<file path="src/rtl/uart_tx_fifo_if.sv">
// Core-side write port and UART_TX-side handshake of the transmit byte FIFO.
// slave: the FIFO itself; master: whatever drives writes and emulates UART_TX.
interface uart_tx_fifo_if #(
  parameter int unsigned DEPTH_LOG2 = 4,
  parameter int unsigned DATA_W     = 8
);
  logic                  i_fWr;
  logic [DATA_W-1:0]     i_WrData;
  logic                  i_fFlush;
  logic                  o_fFull;
  logic                  o_fEmpty;
  logic [DEPTH_LOG2:0]   o_Count;
  logic                  o_fOverflow;
  logic                  o_fTx;
  logic [DATA_W-1:0]     o_TxData;
  logic                  i_fTxReady;
  logic                  i_fTxDone;

  modport slave (
    input  i_fWr, i_WrData, i_fFlush, i_fTxReady, i_fTxDone,
    output o_fFull, o_fEmpty, o_Count, o_fOverflow, o_fTx, o_TxData
  );

  modport master (
    output i_fWr, i_WrData, i_fFlush, i_fTxReady, i_fTxDone,
    input  o_fFull, o_fEmpty, o_Count, o_fOverflow, o_fTx, o_TxData
  );
endinterface

</file>
<file path="src/rtl/uart_tx_fifo.sv">
// Byte FIFO feeding UART_TX: accepts one byte per clock, drains one frame at a
// time through the fTx / fReady / fDone handshake.
module uart_tx_fifo #(
  parameter int unsigned DEPTH_LOG2 = 4,
  parameter int unsigned DATA_W     = 8
) (
  input logic           Clk,
  input logic           Rst,
  uart_tx_fifo_if.slave bus
);
  localparam int unsigned         DEPTH    = 1 << DEPTH_LOG2;
  localparam logic [DEPTH_LOG2:0] FULL_CNT = (DEPTH_LOG2 + 1)'(DEPTH);

  typedef enum logic [1:0] {IDLE, SEND, WAIT_DONE} state_e;

  state_e                state_q, state_d;
  logic [DATA_W-1:0]     mem_q [DEPTH];
  logic [DEPTH_LOG2-1:0] wr_ptr_q, wr_ptr_d;
  logic [DEPTH_LOG2-1:0] rd_ptr_q, rd_ptr_d;
  logic [DEPTH_LOG2:0]   count_q, count_d;
  logic                  full_q, full_d;
  logic                  empty_q, empty_d;
  logic                  ovf_q, ovf_d;
  logic                  tx_q, tx_d;
  logic [DATA_W-1:0]     tx_data_q, tx_data_d;
  logic                  wr_ok;
  logic                  pop;

  // Fullness is judged on the registered count; flush overrides any write.
  always_comb begin
    wr_ok    = bus.i_fWr && !full_q && !bus.i_fFlush;
    pop      = (state_q == IDLE) && !empty_q && bus.i_fTxReady;
    ovf_d    = bus.i_fWr && full_q && !bus.i_fFlush;
    wr_ptr_d = wr_ok ? wr_ptr_q + 1'b1 : wr_ptr_q;
    rd_ptr_d = pop ? rd_ptr_q + 1'b1 : rd_ptr_q;
    count_d  = count_q;
    case ({wr_ok, pop})
      2'b10:   count_d = count_q + 1'b1;
      2'b01:   count_d = count_q - 1'b1;
      default: count_d = count_q;
    endcase
    // A pop alongside a flush still sends the byte at the old read pointer.
    if (bus.i_fFlush) begin
      rd_ptr_d = wr_ptr_q;
      count_d  = '0;
    end
    full_d  = (count_d == FULL_CNT);
    empty_d = (count_d == '0);
  end

  always_comb begin
    state_d   = state_q;
    tx_d      = 1'b0;
    tx_data_d = tx_data_q;
    unique case (state_q)
      IDLE: begin
        if (pop) begin
          state_d   = SEND;
          tx_d      = 1'b1;
          tx_data_d = mem_q[rd_ptr_q];
        end
      end
      SEND:      state_d = WAIT_DONE;
      WAIT_DONE: if (bus.i_fTxDone) state_d = IDLE;
      default:   state_d = IDLE;
    endcase
  end

  always_ff @(posedge Clk or negedge Rst) begin
    if (!Rst) begin
      state_q   <= IDLE;
      wr_ptr_q  <= '0;
      rd_ptr_q  <= '0;
      count_q   <= '0;
      full_q    <= 1'b0;
      empty_q   <= 1'b1;
      ovf_q     <= 1'b0;
      tx_q      <= 1'b0;
      tx_data_q <= '0;
    end else begin
      state_q   <= state_d;
      wr_ptr_q  <= wr_ptr_d;
      rd_ptr_q  <= rd_ptr_d;
      count_q   <= count_d;
      full_q    <= full_d;
      empty_q   <= empty_d;
      ovf_q     <= ovf_d;
      tx_q      <= tx_d;
      tx_data_q <= tx_data_d;
    end
  end

  always_ff @(posedge Clk) begin
    if (wr_ok) mem_q[wr_ptr_q] <= bus.i_WrData;
  end

  assign bus.o_fFull     = full_q;
  assign bus.o_fEmpty    = empty_q;
  assign bus.o_Count     = count_q;
  assign bus.o_fOverflow = ovf_q;
  assign bus.o_fTx       = tx_q;
  assign bus.o_TxData    = tx_data_q;
endmodule
</file>
<file path="src/flat_wrapper.sv">
// flat-port wrapper written by rule: the top's interface ports become plain ports
module uart_tx_fifo_flat 
#(
  parameter int unsigned DEPTH_LOG2 = 4,
  parameter int unsigned DATA_W     = 8
)
  (Clk, Rst, bus_i_fWr, bus_i_WrData, bus_i_fFlush, bus_i_fTxReady, bus_i_fTxDone, bus_o_fFull, bus_o_fEmpty, bus_o_Count, bus_o_fOverflow, bus_o_fTx, bus_o_TxData);
  uart_tx_fifo_if #(.DEPTH_LOG2(DEPTH_LOG2), .DATA_W(DATA_W)) bus_i ();
  input logic Clk;
  input logic Rst;
  input wire logic [$bits(bus_i.i_fWr)-1:0] bus_i_fWr;
  input wire logic [$bits(bus_i.i_WrData)-1:0] bus_i_WrData;
  input wire logic [$bits(bus_i.i_fFlush)-1:0] bus_i_fFlush;
  input wire logic [$bits(bus_i.i_fTxReady)-1:0] bus_i_fTxReady;
  input wire logic [$bits(bus_i.i_fTxDone)-1:0] bus_i_fTxDone;
  output wire logic [$bits(bus_i.o_fFull)-1:0] bus_o_fFull;
  output wire logic [$bits(bus_i.o_fEmpty)-1:0] bus_o_fEmpty;
  output wire logic [$bits(bus_i.o_Count)-1:0] bus_o_Count;
  output wire logic [$bits(bus_i.o_fOverflow)-1:0] bus_o_fOverflow;
  output wire logic [$bits(bus_i.o_fTx)-1:0] bus_o_fTx;
  output wire logic [$bits(bus_i.o_TxData)-1:0] bus_o_TxData;
  assign bus_i.i_fWr = bus_i_fWr;
  assign bus_i.i_WrData = bus_i_WrData;
  assign bus_i.i_fFlush = bus_i_fFlush;
  assign bus_i.i_fTxReady = bus_i_fTxReady;
  assign bus_i.i_fTxDone = bus_i_fTxDone;
  assign bus_o_fFull = bus_i.o_fFull;
  assign bus_o_fEmpty = bus_i.o_fEmpty;
  assign bus_o_Count = bus_i.o_Count;
  assign bus_o_fOverflow = bus_i.o_fOverflow;
  assign bus_o_fTx = bus_i.o_fTx;
  assign bus_o_TxData = bus_i.o_TxData;
  uart_tx_fifo #(.DEPTH_LOG2(DEPTH_LOG2), .DATA_W(DATA_W)) u_core (.Clk(Clk), .Rst(Rst), .bus(bus_i));
endmodule
</file>
<file path="config.mk">
export PLATFORM = sky130hd
export DESIGN_NAME = uart_tx_fifo_flat
export DESIGN_NICKNAME = d
export VERILOG_FILES = /design/src/rtl/uart_tx_fifo_if.sv /design/src/rtl/uart_tx_fifo.sv /design/src/flat_wrapper.sv
export SDC_FILE = /design/constraint.sdc
export NUM_CORES = 1
export LEC_CHECK = 0
export ABC_AREA = 1
export CAP_MARGIN = 40
export CORE_MARGIN = 10
export CORE_UTILIZATION = 54
export DETAILED_ROUTE_END_ITERATION = 6
export PLACE_DENSITY_LB_ADDON = 0.2
export SYNTH_ARGS = -nofsm -noshare
export SYNTH_HDL_FRONTEND = slang
export SYNTH_SLANG_ARGS = --single-unit
export TNS_END_PERCENT = 20
</file>
<file path="constraint.sdc">
create_clock -name Clk -period 2.7 [get_ports Clk]
set_input_delay 0.405 -clock Clk [delete_from_list [all_inputs] [get_ports Clk]]
set_output_delay 0.405 -clock Clk [all_outputs]
set_load 0.005 [all_outputs]
</file>
==> reports/metrics.csv, run 1 <==
stage,metric,value,unit
route,wl_met3,969,µm
pwr,total_power,7.87,mW
setup_path,cp.depth,13,
setup_path,crit_chain,"clkdlybuf4s50_1, nand2_2, nor2_8, nand3_1, nand2_1, inv_2, ha_1, o21ai_0, a21oi_1, or2_2, a21oi_1, nand2_1, nor2_1",
clock_tree,cts_resized,0,
setup_path,cp_max_fo,10,
setup_path,slowest_delay,0.47,ns
cells_and_area,fillers,876,
cells_and_area,seq_area,4520,µm²
timing,setup_ws,0.531,ns
yosys,syn_inst,542,
yosys,muxShareOfSynthArea,0,
pwr,pwr-share-seq,0.391,
clock_tree,clk_latency,0.42,ns
setup_path,crit_type,input pin to flop,
setup_path,critPathTopFamily,simple AND/OR/NAND/NOR gates,
yosys,synth-xor-area-share,0.00953,
run,drv_cap,0,
cells_and_area,layout_common_cells,"edfxtp_1, nor2_1, nand2_1",
setup_path,required,3.06,ns
timing,whs,0.363,ns
setup_path,cp.arrival,2.53,ns
cells_and_area,instances_no_fill,748,
cells_and_area,n_antenna_cell,0,
clock_tree,htree_levels,4,
pwr,internal-power,5.18,mW
route,wl_met1,6220,µm
run_status,status,"finished, final reports clean",
timing,finalMaxSlewViolations,0,
global_routing,grt_pass1_wl,22200,µm
yosys,synth_edf_count,128,
setup_path,cp_slowest_cell,clkdlybuf4s50_1,
pwr,p_sw_frac,0.341,
route,drc,0,
cells_and_area,nNetsFinal,613,
route,wirelength,14000,µm
floorplan,core,11600,µm²
route,avgViaCountPerCell,5.68,
route,dr.pass1.iters,6,
timing,rsz0062_at_grt,no,
timing,post-route-period-util,0.803,
clock_tree,clock-sinks,155,
floorplan,die-height,129,µm
yosys,async_flop_share,0.174,
placed_design,dp_cells,716,
clock_tree,clock_path_buffers,2,
clock_tree,cts_buffers,17,
route,top_layer_used,met4,
setup_path,startpoint_type,input pin,
clock_tree,cts_setup_buffers,0,
timing,timing_hold_violations_final,0,
global_routing,grt.overflow.total,0,
placed_design,dpl_worst_slack,0.113,ns
yosys,yosys.area_share.simple,0.124,
placed_design,portBuffers,30,
clock_tree,path_clk_slew,0.06,ns
pwr,powerDensity,1040,nW/µm²
route,vias,4252,
yosys,synth-main-ff-cell,edfxtp_1,
setup_path,end_kind,flop,
yosys,ys_ff_latch,155,
yosys,synth_top_family_by_area,simple AND/OR/NAND/NOR gates,
route,final_antenna_net_count,0,
pwr,p_switching,2.68,mW
floorplan,ios,31,
pwr,leakage,2.78,nW
setup_path,ff2ff_path_depth,14,
timing,slew-limit-headroom,0.557,
yosys,synth-seq-area-share,0.703,
floorplan,dieWidth,129,µm
yosys,avgSynthCellArea,11.9,µm²
route,met2WireLength,6510,µm
clock_tree,cts_root_buf,clkbuf_16,
placed_design,dp_hpwl,9220,µm
timing,tightestPinTransition,0.662,ns
timing,skew,0.00673,ns
cells_and_area,finalInstanceArea,7570,µm²
cells_and_area,drive_gt1_frac,0.117,
clock_tree,cts_hold_buffers,0,
yosys,synth.yosys.warnings,0,
route,drtIter0Drc,345,
timing,post-route-min-period,2.17,ns
timing,setup_violations,0,
cells_and_area,multi_input_area,1690,µm²
yosys,syn-num-nets,563,
floorplan,dieArea,16700,µm²
setup_path,path_buf_inv,2,
floorplan,initial_core_util,0.556,
pwr,p_comb_frac,0.321,
route,routedWlPerCell,18.7,µm
timing,setup_tns,0,ns
clock_tree,cts_tree,done,
cells_and_area,final_common_cell,edfxtp_1,
cells_and_area,postLayoutCoreUtil,0.655,
yosys,synth-compound-area-share,0.116,
yosys,syn_area,6430,µm²
placed_design,place.gp.congestion,0.836,
global_routing,grt_use_total,0.176,
hold_path,hold_path_class,input pin to async pin,
global_routing,grt_max_degree,67,
placed_design,placed_area,7000,µm²
pwr,ir_drop,0.722,mV
yosys,yosys.area_share.adder,0.0136,
cells_and_area,syn_to_final_growth,17.7,%
global_routing,antenna_found_initial,0,
global_routing,grt_pass1_vias,4105,
yosys,ys_types,32,
timing,fmax,461,MHz
pwr,p_clk_frac,0.288,
floorplan,rows,39,
-- layer usage --
layer	global-route usage	up-vias
li1	-	2023
met1	0.233	2047
met2	0.267	157
met3	0.0514	25
met4	0.0763	0
met5	0	-
-- path summary, 6_finish.rpt --
path                                        startpoint                      to  slack (ns)
worst max-delay path                    bus_i_fTxReady     u_core.bus.o_fEmpty        0.53
worst min-delay path                               Rst   u_core.bus.o_Count[0]        0.36
worst max register to register     u_core.bus.o_fEmpty     u_core.bus.o_fEmpty        0.54
worst min register to register  u_core.bus.o_TxData[6]  u_core.bus.o_TxData[6]        0.49
max in group asynchronous                          Rst     u_core.bus.o_fEmpty        2.04
min in group Clk                u_core.bus.o_TxData[6]  u_core.bus.o_TxData[6]        0.49
-- final cells by class --
cell class	count	share of cell area
inverter	23	0.0114
timing repair buffer	58	0.0691
clock inverter	9	0.0129
multi-input combinational	337	0.224
clock buffer	23	0.0618
sequential	155	0.597
tap	143	0.0236
-- synth_stat cells (2+ instances only) --
cell	instances	area [µm²]
o22ai_1	41	257
nor2_1	109	409
nand2_4	2	22.5
inv_2	4	15.0
nand3_1	9	45.0
nand2_1	60	225
nand2_2	4	25.0
inv_1	19	71.3
edfxtp_1	128	3840
o21bai_1	8	60.1
o21ai_0	58	290
buf_4	6	45.0
clkbuf_1	18	67.6
o21ai_1	16	80.1
xor2_1	6	52.6
ha_1	7	87.6
dfrtp_1	26	651
nand3_2	2	20.0
a21oi_1	6	30.0
-- logic make-up (layout without fill, tap and decap cells) --
family | Yosys count | count (layout)
AO/OA/AOI/OAI | 133 | 133
XOR/XNOR | 7 | 7
adder cells (fa/ha/maj) | 7 | 7
buffers and inverters | 50 | 113
flip-flops | 155 | 155
AND/OR/NAND/NOR | 190 | 190
-- power by group through the flow --
stage / Clock (mW) / Sequential, mW / Combinational [mW]
final: 2.27 / 3.08 / 2.53
after floorplan: 0 / 3.03 / 1.70
after detailed placement: 0 / 3.12 / 2.52
after global placement: 0 / 3.10 / 2.47
after CTS: 2.29 / 3.07 / 2.53
after global routing: 2.39 / 3.11 / 2.83
-- registers in the layout, indices dropped and copies added (netlist names) --
register,count
u_core.bus.o_fTx,1
u_core.wr_ptr_q,4
u_core.bus.o_fEmpty,1
u_core.state_q,2
u_core.mem_q,128
u_core.bus.o_Count,5
u_core.bus.o_fOverflow,1
u_core.bus.o_fFull,1
u_core.bus.o_TxData,8
u_core.rd_ptr_q,4
-- worst register-to-register path: stages, from the launching register on --
cell and delay (ns):
dfstp_2 0.53, inv_1 0.05, nand2_2 0.12, nor2_8 0.08
nand2_4 0.08, nand2_1 0.05, nand2_1 0.07, inv_2 0.04
ha_1 0.26, o21ai_0 0.15, a21oi_1 0.07, or2_2 0.27
a21oi_1 0.12, nand2_1 0.08, nor2_1 0.11
No activity file was read; power rests on OpenSTA's default activity.
==> run 2: changes to the inputs <==
==> constraint.sdc (replaced) <==
create_clock -name Clk -period 2 [get_ports Clk]
set_input_delay 0.3 -clock Clk [delete_from_list [all_inputs] [get_ports Clk]]
set_output_delay 0.3 -clock Clk [all_outputs]
set_load 0.005 [all_outputs]
==> reports/metrics.csv, run 2 (synthesized netlist as in run 1, its figures left out) <==
stage,metric,value,unit,change
run_status,status,"finished, final reports clean",,
clock_tree,clk_latency,0.42,ns,about the same
cells_and_area,nNetsFinal,632,,+3.1%
timing,tightestPinTransition,0.694,ns,+0.0319 ns
pwr,powerDensity,1410,nW/µm²,+35%
clock_tree,path_clk_slew,0.06,ns,about the same
global_routing,use_met1,0.226,,-0.00672
timing,post-route-period-util,0.960,,
cells_and_area,final_common_cell,edfxtp_1,,
route,drtIter0Drc,410,,+19%
setup_path,required,2.35,ns,-0.71 ns
cells_and_area,drive_gt1_frac,0.167,,+0.0493
route,avgViaCountPerCell,5.72,,+0.71%
setup_path,cp_max_fo,4,,-6
global_routing,grt_max_degree,35,,-48%
route,wirelength,14700,µm,+5.3%
pwr,leakage,2.86,nW,+2.9%
global_routing,grt_pass1_wl,22900,µm,+2.9%
cells_and_area,n_antenna_cell,0,,unchanged
clock_tree,cts_buffers,17,,unchanged
floorplan,initial_core_util,0.556,,unchanged
placed_design,placed_area,7120,µm²,+1.7%
timing,skew,0.00566,ns,-0.00107 ns
route,final_antenna_net_count,0,,unchanged
route,dr.pass1.iters,5,,-1
floorplan,core,11600,µm²,unchanged
timing,finalMaxSlewViolations,0,,unchanged
setup_path,end_kind,flop,,
placed_design,place.gp.congestion,0.876,,+4.8%
global_routing,grt_use_met3,0.0473,,-0.00408
clock_tree,cts_root_buf,clkbuf_16,,
setup_path,cp_slowest_cell,dfrtp_1,,
cells_and_area,finalInstanceArea,7760,µm²,+2.6%
floorplan,dieWidth,129,µm,unchanged
timing,timing_hold_violations_final,0,,unchanged
global_routing,grt_use_total,0.180,,+0.00351
setup_path,r2r-end,u_core.bus.o_fEmpty,,
timing,post-route-min-period,1.92,ns,
global_routing,top_usage_layer,met2,,
clock_tree,cts_tree,done,,
run,drv_cap,0,,unchanged
cells_and_area,syn_to_final_growth,20.7,%,
cells_and_area,largest_reg_flops,128,,unchanged
placed_design,portBuffers,30,,unchanged
setup_path,rrSetupSlack,0.08,ns,-0.46 ns
setup_path,crit_type,flop to flop,,
cells_and_area,layout_common_cells,"edfxtp_1, nor2_1, nand2_1",,
floorplan,ios,31,,unchanged
clock_tree,htree_levels,4,,unchanged
setup_path,cp.arrival,2.28,ns,-0.25 ns
global_routing,grt.overflow.total,0,,unchanged
setup_path,reg2reg_from,u_core.state_q[0],,
timing,fmax,521,MHz,
cells_and_area,largest_register,u_core.mem_q,,
timing,slew-limit-headroom,0.536,,-0.0213
route,routedWlPerCell,19.2,µm,+2.7%
pwr,ir_drop,0.784,mV,+8.5%
clock_tree,clock_path_buffers,2,,unchanged
route,drc,0,,unchanged
setup_path,crit_chain,"inv_1, nand2_2, nor2_8, nand3_2, nand2_1, inv_2, ha_4, o21ai_2, a21oi_2, or2_4, a21oi_2, nand2_1, nor2_1",,
setup_path,slowest_delay,0.37,ns,-0.10 ns
clock_tree,clock-sinks,155,,unchanged
hold_path,hold_path_class,input pin to async pin,,
timing,whs,0.252,ns,-0.112 ns
floorplan,rows,39,,unchanged
floorplan,dieArea,16700,µm²,unchanged
timing,setup_violations,0,,unchanged
placed_design,dp_hpwl,9510,µm,+3.2%
floorplan,die-height,129,µm,unchanged
setup_path,ff2ff_path_depth,13,,-1
route,vias,4391,,+3.3%
setup_path,startpoint_type,flop,,
global_routing,grt_pass1_vias,4277,,+4.2%
global_routing,met2_usage,0.297,,+0.0302
global_routing,antenna_found_initial,0,,unchanged
timing,rsz0062_at_grt,yes,,
[run 2: changes by cell type in the layout (fill, tap and decap cells not counted), moves of 3 or more]
cell / before / now
clkinv_4: 0 / 4
buf_4: 27 / 45
clkinvlp_4: 2 / 5
clkbuf_1: 4 / 1
[run 2: final cells by class]
class	instances	area, µm²
clock buffer	18	429
clock inverter	14	125
fill	856	3800
inverter	23	88.8
multi-input combinational	337	1750
sequential	155	4520
tap	143	179
timing repair buffer	77	673
[run 2: power breakdown]
| part | internal [mW] | switching [mW] |
|---|---|---|
| Clock | 1.71 | 1.27 |
| Combinational | 1.49 | 2.33 |
| Sequential | 3.86 | 0.261 |
| Total | 7.06 | 3.86 |
[run 2: per-layer routing]
metal / wire [µm] / part of all wire
met5: 0 / 0
met3: 1120 / 0.076
met4: 207 / 0.014
met1: 5990 / 0.41
met2: 7400 / 0.50
[run 2: worst max path at each step]
stage,endpoint,start
floorplan,u_core.bus.o_fEmpty,u_core.bus.o_fEmpty
global placement,u_core.bus.o_fEmpty,bus_i_fTxReady
detailed placement,u_core.bus.o_fEmpty,bus_i_fTxReady
CTS,u_core.bus.o_fEmpty,u_core.bus.o_fEmpty
global route,u_core.bus.o_fEmpty,u_core.state_q[0]
finish,u_core.bus.o_fEmpty,u_core.state_q[0]
[run 2: through the flow]
| stage | TNS [ns] | setup slack, ns | power, mW | cells | util |
|---|---|---|---|---|---|
| 2_1_floorplan | 0 | 0.0121 | 6.42 | 542 | - |
| 3_3_place_gp | -8.55 | -0.379 | 7.72 | 730 | 0.616 |
| 3_5_place_dp | -10.87 | -0.421 | 7.80 | 730 | 0.616 |
| 4_1_cts | 0 | 0.0482 | 10.8 | 762 | 0.666 |
| 5_1_grt | -0.0499 | -0.0499 | 11.5 | 767 | 0.671 |
| 6_report | 0 | 0.0794 | 10.9 | 767 | 0.671 |
[run 2: critical path: cells and delay by family (launching register included)]
| kind | cells | cell delay, ns |
|---|---|---|
| simple gates | 7 | 0.86 |
| compound gates | 3 | 0.30 |
| flops | 1 | 0.37 |
| fa+ha+maj | 1 | 0.20 |
| buf+inv | 2 | 0.11 |
[run 2: timing repair]
item                                    4_1_cts  5_1_grt
hold buffers                                  0        0
setup buffers                                 0        5
resized for setup                             7        6
pin swaps                                     4        6
endpoints found under the setup margin        2        2
==> run 3: changes to the inputs <==
--- a/config.mk
+++ b/config.mk
@@ -7,8 +7,8 @@
 export LEC_CHECK = 0
 export ABC_AREA = 1
 export CAP_MARGIN = 40
-export CORE_MARGIN = 10
-export CORE_UTILIZATION = 54
+export CORE_MARGIN = 1.5
+export CORE_UTILIZATION = 60
 export DETAILED_ROUTE_END_ITERATION = 6
 export PLACE_DENSITY_LB_ADDON = 0.2
 export SYNTH_ARGS = -nofsm -noshare
==> reports/metrics.csv, run 3 (synthesized netlist as in run 1, its figures left out) <==
stage,metric,value,unit,change
global_routing,grt_pass1_wl,22100,µm,-3.3%
timing,tightestPinTransition,0.684,ns,-0.0108 ns
route,avgViaCountPerCell,5.95,,+4.0%
cells_and_area,drive_gt1_frac,0.181,,+0.0138
placed_design,placed_area,7160,µm²,+0.51%
clock_tree,htree_levels,4,,unchanged
cells_and_area,layout_common_cells,"edfxtp_1, nor2_1, o21ai_0",,
route,final_antenna_net_count,0,,unchanged
placed_design,dpl_worst_slack,-0.366,ns,+0.0554 ns
floorplan,rows,37,,-5.1%
global_routing,antenna_found_initial,0,,unchanged
setup_path,cp_slowest_cell,dfstp_2,,
cells_and_area,largest_register,u_core.mem_q,,
floorplan,die-height,107,µm,-17%
global_routing,grt.overflow.total,0,,unchanged
pwr,leakage,2.92,nW,+2.1%
timing,setup_violations,0,,unchanged
setup_path,path_buf_inv,2,,unchanged
placed_design,dp_cells,724,,-0.82%
timing,timing_hold_violations_final,0,,unchanged
pwr,ir_drop,0.796,mV,+1.5%
clock_tree,path_clk_slew,0.07,ns,about the same
floorplan,dieWidth,107,µm,-17%
cells_and_area,fillers,638,,-25%
route,routedWlPerCell,19.2,µm,about the same
cells_and_area,finalInstanceArea,7850,µm²,+1.0%
floorplan,ios,31,,unchanged
setup_path,crit_start,u_core.bus.o_fEmpty,,
setup_path,crit_chain,"inv_2, nand2_4, nor2_8, nand2_4, nand2_2, nand2_2, inv_2, ha_4, o21ai_2, a21oi_2, or2_4, a21oi_2, nand2_1, nor2_1",,
cells_and_area,final_common_cell,edfxtp_1,,
clock_tree,clock-sinks,155,,unchanged
clock_tree,cts_hold_buffers,0,,unchanged
setup_path,crit_type,flop to flop,,
run,drv_cap,0,,unchanged
setup_path,cp.depth,14,,+1
floorplan,initial_core_util,0.620,,+0.0641
clock_tree,cts_buffers,17,,unchanged
cells_and_area,largest_reg_flops,128,,unchanged
cells_and_area,postLayoutCoreUtil,0.757,,+0.0852
setup_path,endpoint,u_core.bus.o_fEmpty,,
clock_tree,clk_latency,0.54,ns,+0.12 ns
global_routing,grt_pass1_vias,4178,,-2.3%
setup_path,reg2reg_from,u_core.bus.o_fEmpty,,
timing,rsz0062_at_grt,yes,,
floorplan,dieArea,11400,µm²,-32%
timing,post-route-min-period,1.95,ns,+0.0335 ns
clock_tree,cts_tree,done,,
route,wirelength,14600,µm,-0.73%
timing,finalMaxSlewViolations,0,,unchanged
cells_and_area,syn_to_final_growth,22.0,%,
hold_path,hold_path_class,input pin to async pin,,
timing,post-route-period-util,0.977,,+0.0167
placed_design,place.gp.congestion,0.878,,+0.22%
clock_tree,clock_path_buffers,2,,unchanged
setup_path,ff2ff_path_depth,14,,+1
route,dr.pass1.iters,6,,+1
setup_path,slowest_delay,0.55,ns,+0.18 ns
cells_and_area,instances_no_fill,762,,-0.65%
route,drc,0,,unchanged
timing,setup_ws,0.0459,ns,-0.0335 ns
placed_design,portBuffers,30,,unchanged
timing,skew,0.00784,ns,+0.00218 ns
route,vias,4537,,+3.3%
global_routing,grt_max_degree,56,,+60%
setup_path,cp_max_fo,4,,unchanged
placed_design,dp_hpwl,9050,µm,-4.9%
timing,slew-limit-headroom,0.543,,+0.00722
setup_path,end_kind,flop,,
route,drtIter0Drc,591,,+44%
global_routing,grt_use_total,0.270,,+0.0896
setup_path,r2r-end,u_core.bus.o_fEmpty,,
setup_path,startpoint_type,flop,,
setup_path,cp.arrival,2.42,ns,+0.14 ns
cells_and_area,nNetsFinal,634,,+0.32%
clock_tree,cts_root_buf,clkbuf_8,,
setup_path,critPathTopFamily,simple AND/OR/NAND/NOR gates,,
timing,fmax,512,MHz,-1.7%
setup_path,required,2.47,ns,+0.12 ns
setup_path,rrSetupSlack,0.05,ns,-0.03 ns
pwr,powerDensity,1420,nW/µm²,+1.1%
run_status,status,"finished, final reports clean",,
cells_and_area,n_antenna_cell,0,,unchanged
floorplan,core,10400,µm²,-10%
run 3: cell count changes in the layout (fill, tap and decap cells not counted), sizes merged:
cell / previous run / this run
inv: 24 / 31
clkinv: 7 / 3
clkinvlp: 5 / 1
buf: 47 / 50
clkbuf: 18 / 19
clkdlybuf4s50: 30 / 29
run 3: layout make-up:
type | count | area [µm²] | share of cell area
Clock buffer | 19 | 453 | 0.0577
Clock inverter | 13 | 128 | 0.0163
Inverter | 23 | 88.8 | 0.0113
Multi-Input combinational cell | 337 | 1770 | 0.225
Sequential cell | 155 | 4520 | 0.576
Tap cell | 136 | 170 | 0.0217
Timing Repair Buffer | 79 | 719 | 0.0917
run 3: worst min-delay path by stage:
| stage | to | slack (ns) | cells past startpoint |
|---|---|---|---|
| floorplan | u_core.bus.o_Count[0] | 0.004 | 0 |
| global placement | u_core.bus.o_TxData[4] | 0.46 | 2 |
| detailed placement | u_core.bus.o_TxData[4] | 0.47 | 2 |
| CTS | u_core.bus.o_TxData[4] | 0.14 | 2 |
| global route | u_core.bus.o_TxData[4] | 0.17 | 2 |
| finish | u_core.bus.o_TxData[4] | 0.14 | 2 |
run 3: per-layer routing:
metal,wire length (µm),GRT usage,part of all wire
met5,0,0,0
met4,196,0.0962,0.013
met3,1200,0.0478,0.082
met2,7290,0.433,0.50
met1,5920,0.376,0.41
run 3: where the power goes:
part | internal, mW | switching (mW)
logic | 1.54 | 2.38
registers | 3.86 | 0.262
clock network | 1.79 | 1.31
run 3: what timing repair did:
| action | 4_1_cts | 5_1_grt |
|---|---|---|
| buffers inserted | 4 | 2 |
| resized for setup | 4 | 14 |
| pin swaps | 5 | 8 |
| setup endpoints to repair | 2 | 4 |
run 3: through the flow:
| stage | total power [mW] | hold slack, ns | setup TNS [ns] |
|---|---|---|---|
| 2_1_floorplan | 6.42 | 0.00441 | 0 |
| 3_3_place_gp | 7.71 | 0.464 | -1.75 |
| 3_5_place_dp | 7.84 | 0.469 | -4.37 |
| 4_1_cts | 11.0 | 0.143 | 0 |
| 5_1_grt | 11.7 | 0.171 | -0.123 |
| 6_report | 11.2 | 0.143 | 0 |
